`src/rtl/pattern_gen_pkg.sv`:
```
// Shared types, constants and helpers for the "010" pattern generator and its serial counter.
package pattern_gen_pkg;

    typedef enum logic [1:0] {IDLE, SHIFT, DONE} state_t;

    localparam logic [2:0] PATTERN = 3'b010;

    // Largest occurrence count that fits in a word of the given width.
    function automatic int max_count(input int width);
        return (width - 1) / 2;
    endfunction

endpackage

```
`src/rtl/pattern_ser_count.sv`:
```
// Streaming "010" occurrence counter: consumes one bit per valid beat, LSB of the word first.
module pattern_ser_count
    import pattern_gen_pkg::*;
#(
    parameter int CNT_W = 4
) (
    input  logic             clk,
    input  logic             rst,
    input  logic             clr,
    input  logic             bit_vld,
    input  logic             bit_in,
    output logic [CNT_W-1:0] count
);

    logic [2:0] hist;
    logic [2:0] window;

    // hist[0] is the oldest bit; the all-ones seed stops the first two beats matching.
    assign window = {bit_in, hist[2:1]};

    always_ff @(posedge clk or posedge rst) begin
        if (rst) begin
            hist  <= 3'b111;
            count <= '0;
        end else if (clr) begin
            hist  <= 3'b111;
            count <= '0;
        end else if (bit_vld) begin
            hist <= window;
            if (window == PATTERN) begin
                count <= count + CNT_W'(1);
            end
        end
    end

endmodule

```
`src/rtl/pattern_gen.sv`:
```
// Builds a word holding exactly N "010" occurrences at offset OFF and streams it LSB-first.
// Optional macro PATTERN_GEN_SELFCHECK_EN adds a serial recount of the emitted beats and chk_fail.
module pattern_gen
    import pattern_gen_pkg::*;
#(
    parameter int WIDTH = 32,
    parameter int CNT_W = 4,
    parameter int OFF_W = 5
) (
    input  logic             clk,
    input  logic             rst,
    input  logic             req_valid,
    output logic             req_ready,
    input  logic [CNT_W-1:0] req_count,
    input  logic [OFF_W-1:0] req_offset,
    output logic             ser_valid,
    input  logic             ser_ready,
    output logic             ser_bit,
    output logic             ser_last,
    output logic [WIDTH-1:0] word_out,
    output logic             done,
    output logic             err
`ifdef PATTERN_GEN_SELFCHECK_EN
    ,
    output logic             chk_fail
`endif
);

    localparam int MAX_N = max_count(WIDTH);
    localparam int SUM_W = ((OFF_W > CNT_W) ? OFF_W : CNT_W) + 2;

    state_t           state, state_nxt;
    logic [WIDTH-1:0] word_p0;
    logic [WIDTH-1:0] built;
    logic [OFF_W-1:0] idx_p0;
    logic [OFF_W-1:0] idx_inc;
    logic [SUM_W-1:0] need;
    logic             legal;
    logic             load, reject, beat, finish;

    // Bit OFF+2k+1 is set for k < N; every set bit is the centre of one "010".
    function automatic logic [WIDTH-1:0] build_word(input logic [CNT_W-1:0] n,
                                                    input logic [OFF_W-1:0] off);
        logic [WIDTH-1:0] w;
        int o, k;
        o = int'(off);
        k = int'(n);
        w = '0;
        for (int j = 0; j < WIDTH; j++) begin
            if (j > o && ((j - o - 1) % 2) == 0 && ((j - o - 1) / 2) < k) begin
                w[j] = 1'b1;
            end
        end
        return w;
    endfunction

    assign built     = build_word(req_count, req_offset);
    assign need      = SUM_W'(req_offset) + SUM_W'({req_count, 1'b0}) + SUM_W'(1);
    assign legal     = (need <= SUM_W'(WIDTH)) && (int'(req_count) <= MAX_N);
    assign req_ready = (state == IDLE);
    assign idx_inc   = idx_p0 + OFF_W'(1);

    always_comb begin
        state_nxt = state;
        load      = 1'b0;
        reject    = 1'b0;
        beat      = 1'b0;
        finish    = 1'b0;
        unique case (state)
            IDLE: begin
                if (req_valid) begin
                    if (legal) begin
                        load      = 1'b1;
                        state_nxt = SHIFT;
                    end else begin
                        reject = 1'b1;
                    end
                end
            end
            SHIFT: begin
                if (ser_valid && ser_ready) begin
                    beat = 1'b1;
                    if (ser_last) begin
                        finish    = 1'b1;
                        state_nxt = DONE;
                    end
                end
            end
            DONE:    state_nxt = IDLE;
            default: state_nxt = IDLE;
        endcase
    end

    always_ff @(posedge clk or posedge rst) begin
        if (rst) begin
            state <= IDLE;
        end else begin
            state <= state_nxt;
        end
    end

    // Stream stage: ser_bit/ser_last are registered and only advance on an accepted beat.
    always_ff @(posedge clk or posedge rst) begin
        if (rst) begin
            word_p0   <= '0;
            idx_p0    <= '0;
            ser_valid <= 1'b0;
            ser_bit   <= 1'b0;
            ser_last  <= 1'b0;
            word_out  <= '0;
            done      <= 1'b0;
            err       <= 1'b0;
        end else begin
            done <= finish;
            err  <= reject;
            if (load) begin
                word_p0   <= built;
                idx_p0    <= '0;
                ser_valid <= 1'b1;
                ser_bit   <= built[0];
                ser_last  <= 1'b0;
            end else if (finish) begin
                idx_p0    <= '0;
                ser_valid <= 1'b0;
                ser_bit   <= 1'b0;
                ser_last  <= 1'b0;
                word_out  <= word_p0;
            end else if (beat) begin
                idx_p0   <= idx_inc;
                ser_bit  <= word_p0[idx_inc];
                ser_last <= (idx_inc == OFF_W'(WIDTH - 1));
            end
        end
    end

`ifdef PATTERN_GEN_SELFCHECK_EN
    logic [CNT_W-1:0] n_lat;
    logic [CNT_W-1:0] chk_cnt;

    pattern_ser_count #(.CNT_W(CNT_W)) u_chk (
        .clk     (clk),
        .rst     (rst),
        .clr     (load),
        .bit_vld (beat),
        .bit_in  (ser_bit),
        .count   (chk_cnt)
    );

    always_ff @(posedge clk or posedge rst) begin
        if (rst) begin
            n_lat <= '0;
        end else if (load) begin
            n_lat <= req_count;
        end
    end

    // The recount already includes the final beat in the cycle done is high.
    assign chk_fail = done && (chk_cnt != n_lat);
`endif

endmodule

```
`config.mk`:
```
export PLATFORM = sky130hd
export DESIGN_NAME = pattern_gen
export DESIGN_NICKNAME = d
export VERILOG_FILES = /design/src/rtl/pattern_gen_pkg.sv /design/src/rtl/pattern_ser_count.sv /design/src/rtl/pattern_gen.sv
export SDC_FILE = /design/constraint.sdc
export NUM_CORES = 1
export LEC_CHECK = 0
export ABC_AREA = 1
export BUFFER_PORTS_ARGS = -buffer_cell sky130_fd_sc_hd__buf_2
export CELL_PAD_IN_SITES_DETAIL_PLACEMENT = 1
export CELL_PAD_IN_SITES_GLOBAL_PLACEMENT = 1
export CORE_UTILIZATION = 52
export CTS_CLUSTER_DIAMETER = 40
export DETAILED_ROUTE_END_ITERATION = 16
export PLACE_DENSITY = 0.9
export SLEW_MARGIN = 30
export SYNTH_ARGS = -nofsm -noshare
export SYNTH_HDL_FRONTEND = slang
export SYNTH_SLANG_ARGS = --single-unit
```
`constraint.sdc`:
```
create_clock -name clk -period 5.8 [get_ports clk]
set_input_delay 0.29 -clock clk [delete_from_list [all_inputs] [get_ports clk]]
set_output_delay 0.29 -clock clk [all_outputs]
set_load 0.02 [all_outputs]
```
* Yosys cells after proc, flatten, opt, wreduce, memory -nomap -nowiden *
Index checks and enable logic that the tools add are counted.

storage, ports and cells
  memories kept = 0
  input bits = 13
  bits in writable memories = 0
  memory bits (read-only) = 0
  register bits = 74
  output and inout port bits = 38
  word-level logic and storage cells = 366
  latch bits = 0

cells by class
  reduce and logical (&&, ||, !) cells = 99
  add/subtract/negate cells = 96
  $mul = 0
  bitwise logic cells = 32
  div/mod/pow operators = 0
  magnitude comparators = 64
  shifts and indexed selects = 0
  multiplexer cells = 60
  equality and inequality tests = 6

operators by type and width
  cell                 number
  $add 32x1->32        31
  $logic_not 32->1     31
  $lt 32x5->1          31
  $sub 6x2->7 const B  31
  $sub 5x5->6 const A  16
  $gt 5x5->1 const A   16
  $logic_and 1x1->1    63
  $mux 1               51
  $sub 4x5->6 const A  8
  $gt 4x5->1 const A   8
  $and 1x1->1          31
  $sub 3x5->6 const A  4
  $gt 3x5->1 const A   4
  $mux 5               3
  $sub 2x5->6 const A  2
  $gt 2x5->1 const A   2
  $mux 2               4
  $add 6x1->7 const B  1
  $le 7x6->1 const B   1
  $add 5x5->6          1
  $lt 5x6->1 const B   1
  $ne 2x2->1 const B   3
  $sub 1x5->6 const A  1
  $add 5x1->5 const B  1
  other kinds (12)     12

* Longest topological paths before layout *
Gate-level depths: netlist (run 1).

  word-level depth = 8
  mapped depth = 29
  depth with buffers taken out = 27

* Worst setup path after synthesis (run 1) *
Ideal clock, no wire load.

  kind = input to register
  start = input port req_offset[0]
  end = register word_p0[8]
  required time = 5,717 ps
  path slack = 1,192 ps
  buffers on the path = 2
  setup time = 83 ps
  stages = 22
  arrival = 4,525 ps
  cells stage by stage = inv_4 > clkbuf_1 > clkbuf_1 > ha_1 > inv_1 > nor2_1 > inv_1 > nand2_1 > inv_1 > ha_1 > ha_1 > nand2_1 > inv_1 > ha_1 > inv_1 > ha_1 > or2_2 > nor4_1 > nand3_1 > a21oi_1 > o21bai_1 > o21ai_0

on the way
  cells in the longest elaborated chain, start to end = 7

ends and longest elaborated chain
  item                                                         RTL line            source
  start, declared                                              pattern_gen.sv:15   input logic [OFF_W-1:0] req_offset,
  $sub 4x5->6                                                  pattern_gen.sv:50   if (j > o && ((j - o - 1) % 2) == 0 && ((j - o - 1) / 2) < k) begin
  $sub 6x2->7                                                  pattern_gen.sv:50
  $and 1x1->1 (no line)                                        --
  $add 32x1->32 (no line) or $logic_not 32->1 (tied branches)  --
  $lt 32x5->1 or $logic_and 1x1->1 (tied branches)             pattern_gen.sv:50
  $logic_and 1x1->1                                            pattern_gen.sv:50
  $mux 1                                                       pattern_gen.sv:50
  end signal, assigned                                         pattern_gen.sv:117  word_p0 <= built;
  end, declared                                                pattern_gen.sv:33   logic [WIDTH-1:0] word_p0;

Several ways; a longest one is shown, not always the timed one.
A chain may end at the register's enable or synchronous reset.

* Worst setup path after layout (run 1) *
  start = input port req_offset[4]
  end = register word_p0[3]

on the way
  cells in the longest elaborated chain, start to end = 7

ends and longest elaborated chain
  item                                                         RTL line
  $sub 2x5->6                                                  pattern_gen.sv:50
  $sub 6x2->7                                                  pattern_gen.sv:50
  $and 1x1->1 (no line)                                        --
  $add 32x1->32 (no line) or $logic_not 32->1 (tied branches)  --
  $lt 32x5->1 or $logic_and 1x1->1 (tied branches)             pattern_gen.sv:50
  $logic_and 1x1->1                                            pattern_gen.sv:50
  $mux 1                                                       pattern_gen.sv:50

Several ways; a longest one is shown, not always the timed one.

==> results summary, run 1 <==
The remaining design rule violation count came out at 0. The routed layout has 16,800 vias. The max-cap violation count came out at 0. sky130_fd_sc_hd__ha_1 takes more of the synthesized area than any other cell. The level count of the clock H-tree came out at 3. STA classifies the critical path startpoint as an input port. The run finished with clean final reports.

The post-route clock skew is 0.0153 ns. The cell depth of the worst flop-to-flop path came out at 9. In this run the post-CTS setup repair buffer count came out at 0.

The fraction of post-synthesis cell area in the top cell type by area came out at 34.1%. The filler cell count in the final layout came out at 4,137. After global routing, the most crowded layer is met2. The sequential-to-total area share from yosys stat came out at 11.2%. No sink is reached through more buffers than the 2 on the longest clock path. The smallest clock period supported by the final layout is computed as 4.65 ns.

Sorting the synthesized cells by area gives the leading types as sky130_fd_sc_hd__ha_1, sky130_fd_sc_hd__nand2_1, sky130_fd_sc_hd__dfrtp_1. The root buffer cell chosen for the clock tree is sky130_fd_sc_hd__clkbuf_16. The count of nets left with antenna violations after detail routing came out at 0. The portion of total power attributed to sequential cells came out at 25.6%. For this run, the leading register cell type out of synthesis is sky130_fd_sc_hd__dfrtp_1. Counting instances, the worst hold path has a depth of 3.

The number of enable-type register cells in the synthesized netlist is 0. The fraction of registers with async set/reset came out at 100%. The total internal power came out at 0.00167 W. The number of placement rows is 64. The post-synthesis cell area is 16,500 um2. The count of endpoints failing hold in the final timing report is 0. The number of nets handed over by synthesis was 2,824.

The leading cell type by number of instances after synthesis is sky130_fd_sc_hd__nand2_1. The total grt overflow came out at 0. Data arrives at the worst endpoint at 4.90 ns. The number of instances resized during post-cts repair came out at 0. The pin count of the biggest net entering global routing is 52.

The highest achievable clock rate came out at 0.215 GHz. The total setup violations reported at the end of the flow came out at 0. The number of global-route vias before repair came out at 18,000.

After clock tree synthesis, the clock-pin slew on the worst setup and hold paths is 0.06 ns. The clock share of power is 18.1%. The leakage power came out at 8.97 nW. The number of clock buffers added by TritonCTS is 9. The routed design has 55,100 um of wire.

The final estimated routing congestion in global placement came out at 0.958. The repair_antennas step left the layout with diodes totalling 0. By count the netlist is led by sky130_fd_sc_hd__nand2_1, sky130_fd_sc_hd__ha_1, sky130_fd_sc_hd__inv_1. In the final design database the tool counted 2,862 nets. The iteration-0 DRC count of the detailed router came out at 1,074. The global routing met2 resource utilization came out at 60.9%. Dividing the detail-routed via count by the number of cells gives 6.00. The post-route setup TNS came out at 0 ns. Setup repair after global routing left no endpoint under its margin.

The die boundary height came out at 180 um. The synthesized netlist contains 55 unique library cells. The final clock period utilization by the worst path came out at 80.2%. The layout overhead on the synthesized area came out at 6.08%. The final core utilization came out at 56.7%. The net switching power is 0.00169 W. The aggregate global-route resource usage is 34.1%. The proportion of total power due to net switching is 50.3%.

TritonCTS built the clock tree. The cts-stage hold buffer count is 1. The final-report max-slew violation count came out at 0. The die span in x came out at 180 um. The global routing usage on met1 came out at 40.1%. The global-route wire length before repair is 90,700 um. The combinational power share is 56.3%. The number of storage elements in the synthesis netlist came out at 74. The number of antenna violations at the first check in global routing is 0. The startpoint-to-endpoint class of the critical path is in -> reg. The worst path required time came out at 6.05 ns. 51 I/O pins were placed. The register area is 1850 um2. The power density over cell area is 191 nW/um2. In the final routed layout, each cell accounts on average for 19.7 um.

The starting density of the core came out at 53.5%. The gate count after technology mapping came out at 2,360. The number of detailed-route iterations in the first pass came out at 6.

The floorplan die area came out at 32,500 um2. A synthesized cell averages 7.01 um2. STA classifies the critical path endpoint as a flip-flop. The share of layout cells above drive strength 1 came out at 7.82%. The global routing usage on met3 came out at 5.42%.

The headroom to the max-slew limit is 38.7%. The worst hold path belongs to the class in -> reg. The count of yosys warnings during synthesis came out at 0. The maximum ir drop on the vdd rail is 160 uV. The post-DP HPWL is 42,100 um. The number of input and output port buffers inserted is 49. The largest fanout on the critical path came out at 34. The area of the placeable core came out at 30,900 um2. The combined area of the multi-input logic cells is 13,300 um2. The later pin in the worst-skew pair is clocked with a latency of 0.36 ns.

At the pin with the least slew margin, the transition time is 0.910 ns. Clock tree synthesis found a total of 74 sinks.
-- routing by layer --
| metal | vias to the layer above | routed length (um) |
|---|---|---|
| li1 | 7963 | - |
| met5 | - | 0 |
| met3 | 182 | 3200 |
| met4 | 0 | 2390 |
| met2 | 558 | 26800 |
| met1 | 8095 | 22700 |
-- path summary, 6_finish.rpt --
kind	from	end	slack [ns]
worst max-delay path	req_offset[4]	word_p0[3]	1.15
worst min-delay path	req_valid	err	0.21
worst max register to register	idx_p0[0]	ser_bit	2.71
worst min register to register	word_p0[30]	word_p0[30]	0.49
max in group asynchronous	rst	word_out[18]	4.13
min in group asynchronous	rst	word_out[1]	0.55
-- worst max-delay path, cell delays in order --
cell                      delay [ns]
sky130_fd_sc_hd__buf_2          0.65
sky130_fd_sc_hd__inv_6          0.28
sky130_fd_sc_hd__ha_1           0.45
sky130_fd_sc_hd__inv_1          0.32
sky130_fd_sc_hd__nor2_1         0.16
sky130_fd_sc_hd__o31ai_1        0.15
sky130_fd_sc_hd__buf_4          0.29
sky130_fd_sc_hd__inv_1          0.06
sky130_fd_sc_hd__nor2_1         0.09
sky130_fd_sc_hd__ha_1           0.19
sky130_fd_sc_hd__ha_1           0.19
sky130_fd_sc_hd__nor3b_2        0.35
sky130_fd_sc_hd__nand3_1        0.22
sky130_fd_sc_hd__ha_1           0.38
sky130_fd_sc_hd__nand2_1        0.09
sky130_fd_sc_hd__nor4_1         0.26
sky130_fd_sc_hd__nand3_1        0.12
sky130_fd_sc_hd__nor2_1         0.12
sky130_fd_sc_hd__o21ai_1        0.08
sky130_fd_sc_hd__o21ai_0        0.12
-- cell type report --
| cell class | count | area share [%] |
|---|---|---|
| multi-input combinational | 1935 | 75.9 |
| sequential | 74 | 10.6 |
| inverter | 311 | 6.71 |
| tap | 396 | 2.82 |
| timing repair buffer | 67 | 2.30 |
| clock buffer | 13 | 1.48 |
| clock inverter | 3 | 0.264 |
-- flip-flops by register name (all words and copies together) (netlist names) --
register   count
word_p0       31
ser_bit        1
done           1
word_out      31
state          2
ser_last       1
idx_p0         5
ser_valid      1
err            1
-- cells by family (layout without fill, tap and decap cells) --
logic type | count (synthesis) | in the layout | synth area share, %
flip-flops | 74 | 74 | 11.2
AND/OR/NAND/NOR | 1117 | 1117 | 30.8
adder cells (fa/ha/maj) | 451 | 451 | 34.2
other | 1 | 1 | 0.0227
multiplexers | 14 | 14 | 0.954
AO/OA/AOI/OAI | 257 | 257 | 9.06
XOR/XNOR | 95 | 95 | 5.37
buffers and inverters | 351 | 394 | 8.41
-- per-stage QoR --
stage / power [W] / area, um2 / instances / hold slack (ns) / worst slack (ns)
3_5_place_dp: 0.00266 / 17200 / 2782 / 0.364 / 1.10
3_3_place_gp: 0.00253 / 17200 / 2781 / 0.348 / 1.21
6_report: 0.00335 / 17500 / 2799 / 0.212 / 1.15
4_1_cts: 0.00333 / 17500 / 2799 / 0.205 / 1.34
5_1_grt: 0.00360 / 17500 / 2799 / 0.218 / 0.880
2_1_floorplan: 0.00207 / 16500 / 2360 / 0.425 / 1.19
-- power by group through the flow --
stage | registers, W | clock network (W) | logic, W
floorplan | 0.000861 | 0 | 0.00121
global placement | 0.000838 | 0 | 0.00169
detailed placement | 0.000851 | 0 | 0.00181
CTS | 0.000852 | 0.000609 | 0.00187
global route | 0.000872 | 0.000625 | 0.00210
finish | 0.000857 | 0.000608 | 0.00189
-- placed cells by master, fill, tap and decap left out, types with 3 or more instances in the layout --
master / count
sky130_fd_sc_hd__a21boi_0: 3
sky130_fd_sc_hd__nand3_1: 167
sky130_fd_sc_hd__xnor2_1: 21
sky130_fd_sc_hd__o21ai_1: 13
sky130_fd_sc_hd__nor4_1: 57
sky130_fd_sc_hd__nor2_2: 7
sky130_fd_sc_hd__o22ai_1: 6
sky130_fd_sc_hd__mux2_2: 14
sky130_fd_sc_hd__nor3b_1: 4
sky130_fd_sc_hd__dfrtp_1: 74
sky130_fd_sc_hd__nor2_1: 175
sky130_fd_sc_hd__nand4_1: 79
sky130_fd_sc_hd__nand3b_1: 7
sky130_fd_sc_hd__a21oi_1: 87
sky130_fd_sc_hd__a211oi_1: 4
sky130_fd_sc_hd__buf_2: 49
sky130_fd_sc_hd__xor2_2: 3
sky130_fd_sc_hd__buf_4: 16
sky130_fd_sc_hd__or2_2: 4
sky130_fd_sc_hd__ha_1: 450
sky130_fd_sc_hd__o21a_1: 47
sky130_fd_sc_hd__clkinv_1: 4
sky130_fd_sc_hd__o211ai_1: 6
sky130_fd_sc_hd__nand3_2: 5
sky130_fd_sc_hd__inv_2: 22
sky130_fd_sc_hd__clkbuf_16: 9
sky130_fd_sc_hd__nand2_1: 546
sky130_fd_sc_hd__inv_1: 282
sky130_fd_sc_hd__nand2_2: 23
sky130_fd_sc_hd__nor2_4: 11
sky130_fd_sc_hd__o21bai_1: 4
sky130_fd_sc_hd__a221oi_1: 3
sky130_fd_sc_hd__nand2_4: 9
sky130_fd_sc_hd__nor3_1: 16
sky130_fd_sc_hd__o21ai_0: 73
sky130_fd_sc_hd__xor2_1: 68
Power figures use the tool's default switching activity.
==> run 2: changes to the inputs <==
Settings changed: ABC_AREA 1 to 0, CORE_UTILIZATION 52 to 50, PLACE_DENSITY 0.9 to 0.85.
Clock period 5.8 ns to 4.5 ns, I/O delays scaled along.
==> run 2 against run 1 <==
  * Sequential cell count did not move
  * First-iteration DRC count rose by 12%
  * Power rose by 18%
  * Sequential share of layout area fell by 0.55 points
  * Synthesized cell count fell by 11%
  * Routed wire length rose by 10%
  * Setup slack got worse by 0.92 ns
  * Critical path depth fell by 5
  * Sequential power rose by 15%
  * Clock-buffer cell count fell by 4
==> results summary, run 2 <==
The run finished with clean final reports. The count of endpoints failing hold in the final timing report came out at 0 (unchanged). In this run the most used layer during global routing was met2. The number of input and output port buffers inserted is 49 (unchanged). The die span in x is 185 um (+2.5%). The sequential-to-total area share from yosys stat came out at 11.1% (-0.11 points). The most repeated library cell on the critical path is sky130_fd_sc_hd__ha_1.

The level count of the clock H-tree is 3 (unchanged). The number of buffers between clock root and the deepest sink came to 2 (unchanged). The gate count after technology mapping came out at 2,091 (-11%). The TritonCTS sink count is 74 (unchanged). The total cell area at the placement stage is 18,200 um2 (+5.7%). The number of enable-type register cells in the synthesized netlist was 0 (unchanged).

The total grt overflow is 0 (unchanged). The number of global-route vias before repair came out at 17,800 (-0.78%). The critical path's largest stage delay is 0.66 ns (about the same). The via density per instance is 6.49 (+8.2%).

In this run the critical register-to-register path is captured at ser_bit. The critical path's slowest cell is sky130_fd_sc_hd__or4b_2. The largest fanout on the critical path is 13 (-62%). The fraction of registers with async set/reset came out at 100% (unchanged). The per-cell routed wire length came out at 23.1 um (+17%).

The count of nets left with antenna violations after detail routing came out at 0 (unchanged). The aggregate global-route resource usage is 36.1% (+1.9 points). The number of placement rows is 66 (+3.1%). The type of element launching the critical path is an input port. The maximum ir drop on the vdd rail came out at 190 uV (+18%). The cell depth of the worst flop-to-flop path came out at 8 (-1). The I/O pin total is 51 (unchanged). The final estimated routing congestion in global placement is 0.982 (+2.5%). The reg2reg setup slack was 1.47 ns (-1.24 ns). The global routing usage on met3 is 6.34% (+0.93 points). The max-cap violation count is 0 (unchanged). TritonCTS built the clock tree. Sorting the synthesized cells by area gives the leading types as sky130_fd_sc_hd__ha_1, sky130_fd_sc_hd__dfrtp_1, sky130_fd_sc_hd__nand2_1. The data arrival time of the critical path is 4.50 ns (-0.40 ns). The most used flip-flop cell after synthesis is sky130_fd_sc_hd__dfrtp_1. The share of layout cells above drive strength 1 came out at 11.4% (+3.6 points). The global routing usage on met1 came out at 43.6% (+3.4 points). The post-route setup TNS is 0 ns (unchanged). The number of storage elements in the synthesis netlist is 74 (unchanged). The post-DP HPWL came out at 47,100 um (+12%). The total design power was 0.00396 W (+18%). The cell area after layout was 18,500 um2 (+5.5%). The remaining design rule violation count is 0 (unchanged). The CTS root buffer is sky130_fd_sc_hd__clkbuf_16. The worst hold path belongs to the class in -> reg. The area of the placeable core came out at 32,700 um2 (+5.8%). The net count of the finished layout came out at 2,648 (-7.5%). The leading cell type by number of instances after synthesis is sky130_fd_sc_hd__ha_1. Ranked by instance count, the synthesized netlist is headed by sky130_fd_sc_hd__ha_1, sky130_fd_sc_hd__nand2_1, sky130_fd_sc_hd__nand3_1.

The number of detailed-route iterations in the first pass came to 5 (-1). The final-report max-slew violation count came out at 0 (unchanged). The post-route clock skew came out at 0.0124 ns (-0.00291 ns).

The worst path required time came out at 4.73 ns (-1.32 ns). The minimum period implied by the final worst setup slack is 4.27 ns. The most critical setup path has its endpoint at word_p0[1]. The actual transition at the worst max-transition pin is 0.933 ns (+0.0236 ns).

The number of CTS-inserted buffers is 9 (unchanged). The die boundary height came out at 185 um (+2.5%). The worst setup path is captured at a flip-flop.

The critical path launch point is req_offset[2]. The via count is 17,100 (+1.7%). Setup repair after global routing left no endpoint under its margin. Leaving out fill and tap cells, the most frequent cell in the layout is sky130_fd_sc_hd__ha_1. The top cell types in the final layout, fill and taps aside, are sky130_fd_sc_hd__ha_1, sky130_fd_sc_hd__nand2_1, sky130_fd_sc_hd__buf_4, sky130_fd_sc_hd__nand3_1, sky130_fd_sc_hd__xnor2_1.

The latest clock arrival within the worst-skew pair is 0.36 ns (about the same). The layout overhead on the synthesized area is 10.8%. The mean post-synth cell area is 7.99 um2 (+14%).

The floorplan die area was 34,100 um2 (+5.0%). The headroom to the max-slew limit came out at 37.7% (-1.0 points). The total setup violations reported at the end of the flow came out at 0 (unchanged). The pin count of the biggest net entering global routing came to 62 (+19%). The count of yosys warnings during synthesis was 0 (unchanged). The net count after synthesis is 2,555 (-9.5%). The critical path is of the in -> reg type. The post-CTS clock slew at the launch and capture registers of the worst setup and hold paths was 0.07 ns (about the same). The leakage power came out at 8.21 nW (-8.5%). The fraction of post-synthesis cell area in the top cell type by area was 33.7% (-0.34 points). The final clock period utilization by the worst path is 94.8%.

The critical path goes through buf_2 > inv_1 > ha_1 > nand3b_1 > o211ai_1 > and2_1 > ha_1 > and3_1 > and2b_1 > nand2_1 > ha_1 > or4b_2 > nor3_1 > a31oi_1 > o41ai_1. sky130_fd_sc_hd__ha_1 takes more of the synthesized area than any other cell. The worst register-to-register path begins at idx_p0[0]. The number of unique standard cell types used by synthesis came out at 83 (+51%).

The iteration-0 DRC count of the detailed router is 1,205 (+12%). The global-route wire length before repair came out at 96,400 um (+6.3%). The post-synthesis cell area came out at 16,700 um2 (+1.0%).

The global routing met2 resource utilization came to 61.7% (+0.78 points). The highest achievable clock rate came out at 0.234 GHz. The power density over cell area is 214 nW/um2 (+12%). The number of antenna violations at the first check in global routing came out at 2 (+2).

The starting density of the core came to 51.1% (-2.4 points). The largest registers in the layout are word_out: 31 flops, word_p0: 31 flops, idx_p0: 5 flops. The final wirelength came to 60,800 um (+10%).
run 2: cell types whose count changed in the layout (fill, tap and decap cells not counted), moves of 27 or more:
cell                       previous run  this run
sky130_fd_sc_hd__nand3_1            167       117
sky130_fd_sc_hd__o21a_1              47         6
sky130_fd_sc_hd__nand2b_1             0        55
sky130_fd_sc_hd__nand4_1             79        44
sky130_fd_sc_hd__buf_4               16       121
sky130_fd_sc_hd__nand2_1            546       312
sky130_fd_sc_hd__a21o_1               1        37
sky130_fd_sc_hd__nor2b_1              0        35
sky130_fd_sc_hd__nor2_1             175        85
sky130_fd_sc_hd__inv_1              282        28
sky130_fd_sc_hd__xnor2_1             21       107
sky130_fd_sc_hd__xor2_1              68        41
run 2: worst min-delay path by stage:
stage / startpoint / end / slack, ns / cells after the start
floorplan: req_valid / err / 0.38 / 2
global placement: rst / word_out[25] / 0.17 / 2
detailed placement: rst / word_out[27] / 0.18 / 2
CTS: ser_ready / state[0] / 0.23 / 4
global route: ser_ready / state[0] / 0.26 / 4
finish: ser_ready / state[0] / 0.23 / 4
run 2: stage by stage:
stage | setup slack (ns) | hold slack (ns) | utilization (%) | cells
floorplan | -0.0499 | 0.383 | - | 2091
global placement | 0.234 | 0.169 | 55.6 | 2613
detailed placement | -0.0468 | 0.181 | 55.6 | 2613
CTS | 0.301 | 0.233 | 56.5 | 2630
global route | 0.00298 | 0.256 | 56.6 | 2632
finish | 0.232 | 0.234 | 56.6 | 2632
run 2: cell type report:
cell class	count	area, um2
inverters	34	129
flip-flops and latches	74	1850
diodes	1	2.50
well taps	442	553
clock buffers	9	225
clock inverters	7	60.1
fillers	4083	14200
repair buffers	173	1200
multi-input cells	1892	14500
run 2: logic make-up (layout without fill, tap and decap cells):
group                      Yosys count  in the layout  synth area share [%]
AOI/OAI and AO/OA                  366            366                  14.0
buffers and inverters              125            223                  2.86
and+or+nand+nor                    899            899                  28.1
other                                1              2                0.0225
xor gates and xnor gates           156            156                  8.50
adders and majority gates          451            451                  33.8
DFF                                 74             74                  11.1
muxes                               19             19                  1.68
run 2: worst max-delay path, delay by kind of cell:
kind                       cells  cell delay [ns]
AOI/OAI and AO/OA              3             0.78
adders and majority gates      3             0.86
buffers and inverters          2             0.51
and+or+nand+nor                7             2.09
run 2: what timing repair did:
item | 4_1_cts | 5_1_grt
buffers inserted | 0 | 1
setup endpoints to repair | 0 | 1
resized for setup | 0 | 0
endpoints found under the hold margin | 13 | 0
hold buffers | 1 | 0
run 2: power by group:
| group | leakage (nW) | switching, W | total, W | internal [W] |
|---|---|---|---|---|
| Sequential | 1.00 | 0.000211 | 0.000982 | 0.000771 |
| Clock | 0.131 | 0.000364 | 0.000749 | 0.000385 |
| Combinational | 7.08 | 0.00133 | 0.00223 | 0.000901 |
run 2: per-layer routing:
layer	vias up	part of all wire [%]	wire, um
met5	-	0.021	13
met4	2	4.4	2680
met3	199	6.7	4050
met2	615	47	28700
met1	8473	42	25300
li1	7796	-	-
==> run 3: changes to the inputs <==
Settings changed: BUFFER_PORTS_ARGS -buffer_cell sky130_fd_sc_hd__buf_2 to -buffer_cell sky130_fd_sc_hd__buf_4.
==> run 3 against run 2 <==
  * Final cell count fell by 0.34%
  * Cell area rose by 0.72%
  * Power rose by 4.3%
  * Die area did not move
  * Setup slack improved by 0.031 ns
  * Largest power group unchanged
  * Critical path type unchanged
==> results summary, run 3 (synthesized netlist as in run 2, its figures left out) <==
The flow ran to the end, and the final reports show no timing, DRC or antenna violations. The final-report max-slew violation count is 0 (unchanged). The critical path launch point is req_offset[2]. The number of input and output port buffers inserted is 49 (unchanged). The I/O pin total came out at 51 (unchanged). The highest achievable clock rate is 0.236 GHz (+0.74%). The actual transition at the worst max-transition pin came out at 1.01 ns (+0.0775 ns). The maximum ir drop on the vdd rail was 211 uV (+11%). The starting density of the core is 51.1% (unchanged). The cell depth of the worst flop-to-flop path is 8 (unchanged). The cts-stage hold buffer count is 0 (-1). The number of placement rows is 66 (unchanged). Traced cell by cell, the critical path runs through buf_4 > inv_1 > ha_1 > inv_1 > ha_1 > o21ai_0 > and2_1 > ha_1 > ha_1 > nand2_1 > ha_1 > or4b_2 > nor4_1 > a32oi_1 > o31ai_1. The most numerous cell type found on the critical path is sky130_fd_sc_hd__ha_1.

The per-cell routed wire length was 23.2 um (+0.45%). The global-route wire length before repair came out at 97,000 um (+0.54%). The worst register-to-register path begins at idx_p0[0]. The die span in x came out at 185 um (unchanged). The area of the placeable core came out at 32,700 um2 (unchanged). The net count of the finished layout came out at 2,638 (-0.38%). The share of layout cells above drive strength 1 is 11.2% (-0.18 points). The clock share of power came out at 21.9% (+3.0 points). The top cell types in the final layout, fill and taps aside, are sky130_fd_sc_hd__ha_1, sky130_fd_sc_hd__nand2_1, sky130_fd_sc_hd__buf_4, sky130_fd_sc_hd__nand3_1, sky130_fd_sc_hd__xnor2_1. The count of endpoints failing hold in the final timing report was 0 (unchanged). Grouping stages by cell kind, the critical path spends the most delay in adder cells. The proportion of total power due to net switching came out at 45.7% (-2.3 points). The level count of the clock H-tree is 3 (unchanged). The headroom to the max-slew limit came out at 32.2% (-5.5 points).

The critical path's slowest cell is sky130_fd_sc_hd__or4b_2. The path class of the tightest hold or removal check is in -> async. The final clock period utilization by the worst path came out at 94.1% (-0.70 points). The post-DP HPWL is 47,000 um (-0.24%). The number of detailed-route iterations in the first pass is 5 (unchanged). The total stage count of the critical path was 15 (unchanged). The data arrival time of the critical path is 4.50 ns (about the same). The floorplan die area is 34,100 um2 (unchanged).

The filler cell count in the final layout came to 4,051 (-0.78%). The library cell used most frequently in the layout, excluding fill and tap cells, is sky130_fd_sc_hd__ha_1. The tree is rooted in a sky130_fd_sc_hd__clkbuf_16. The minimum period implied by the final worst setup slack is 4.24 ns (-0.0315 ns). The post-route clock skew was 0.0140 ns (+0.00158 ns). The total setup violations reported at the end of the flow is 0 (unchanged). The number of buffers between clock root and the deepest sink came out at 2 (unchanged). The pin count of the biggest net entering global routing came out at 45 (-27%).

The power density over cell area came out at 222 nW/um2 (+3.6%). The final wirelength came out at 60,800 um (+0.10%). The via count is 16,900 (-0.97%).

The total grt overflow was 0 (unchanged). The critical path's largest stage delay came out at 0.62 ns (-0.04 ns). The number of global-route vias before repair is 17,800 (-0.35%).

The portion of total power attributed to sequential cells is 23.9% (-0.9 points). The TritonCTS sink count is 74 (unchanged). The worst setup path is captured at a flip-flop. The final core utilization is 57.0% (+0.41 points).

The die boundary height is 185 um (unchanged). The worst path required time came out at 4.77 ns (+0.04 ns). The count of nets left with antenna violations after detail routing came to 0 (unchanged). The combinational power share was 54.3% (-2.0 points). The final estimated routing congestion in global placement came out at 0.950 (-3.2%).

The CTS tree is built. The net switching power is 0.00189 W (-0.77%). The layout overhead on the synthesized area is 11.6%. The aggregate global-route resource usage came out at 36.0% (-0.080 points). The leakage power was 8.21 nW (about the same). The iteration-0 DRC count of the detailed router came out at 1,248 (+3.6%). The critical path in this run is classified as in -> reg. The worst setup path is launched from an input port. The via density per instance is 6.45 (-0.63%). The remaining design rule violation count is 0 (unchanged). Setup repair after global routing left no endpoint under its margin. The post-CTS clock slew at the launch and capture registers of the worst setup and hold paths came out at 0.07 ns (about the same).

The largest fanout on the critical path is 10 (-3). The total internal power came out at 0.00224 W (+9.0%). The count of buffering cells on the critical path with inverters included is 3 (+1). The number of antenna violations at the first check in global routing is 3 (+1). The max-cap violation count came out at 0 (unchanged). The number of CTS-inserted buffers is 9 (unchanged).

The total design power is 0.00413 W (+4.3%). In the final layout, the registers with the most flip-flops are word_out: 31 flops, word_p0: 31 flops, idx_p0: 5 flops. The latest clock arrival within the worst-skew pair is 0.36 ns (about the same).
==> run 3: per-stage QoR <==
stage,TNS (ns),hold WS [ns],instance area [um2],worst slack (ns),cells
2_1_floorplan,-0.0499,0.383,16800,-0.0499,2091
3_3_place_gp,0,0.406,18300,0.274,2605
6_report,0,0.0111,18600,0.264,2623
4_1_cts,0,0.0370,18600,0.378,2621
5_1_grt,0,0.0764,18600,0.0171,2623
3_5_place_dp,0,0.410,18300,0.0435,2605
==> run 3: worst paths after layout <==
check,to,slack (ns)
min,err,0.01
max reg2reg,ser_bit,1.50
min in group clk,state[0],0.23
max,word_p0[3],0.26
min reg2reg,word_out[25],0.49
max in group asynchronous,ser_bit,3.47
==> run 3: power by group through the flow <==
stage          clock network [W]  logic (W)  registers (W)
2_1_floorplan                  0    0.00150       0.000854
3_3_place_gp                   0    0.00202       0.000967
3_5_place_dp                   0    0.00217       0.000976
4_1_cts                 0.000895    0.00221       0.000970
5_1_grt                 0.000916    0.00246       0.000983
6_report                0.000903    0.00224       0.000986
==> run 3: metal layers <==
layer  up-vias  share of wire (%)  GRT usage, %
met2       613                 47          61.6
li1       7769                  -             -
met1      8360                 42          43.8
met5         -                  0             0
met4         0                4.0          15.5
met3       177                7.0          6.66
==> run 3: worst register-to-register path: stages, from the launching register on <==
cell                       delay, ns
sky130_fd_sc_hd__dfrtp_1        0.70
sky130_fd_sc_hd__ha_1           0.35
sky130_fd_sc_hd__xor2_1         0.69
sky130_fd_sc_hd__mux2i_1        0.21
sky130_fd_sc_hd__o211ai_1       0.27
sky130_fd_sc_hd__o211ai_1       0.14
sky130_fd_sc_hd__o21ai_0        0.15
sky130_fd_sc_hd__mux2i_1        0.13
sky130_fd_sc_hd__o21ai_0        0.25
==> run 3: cell type report <==
cell class,instances,area [um2],share of cell area [%]
Inverter,34,133,0.712
Multi-Input combinational cell,1892,14500,77.8
Clock buffer,10,239,1.28
Antenna cell,2,5.00,0.0269
Sequential cell,74,1850,9.94
Tap cell,442,553,2.97
Timing Repair Buffer,163,1250,6.70
Clock inverter,6,113,0.604
==> run 3: repair_timing <==
| item | 4_1_cts | 5_1_grt |
|---|---|---|
| endpoints found under the hold margin | 0 | 0 |
| endpoints found under the setup margin | 0 | 2 |
| buffers inserted | 0 | 0 |
| resized for setup | 0 | 2 |
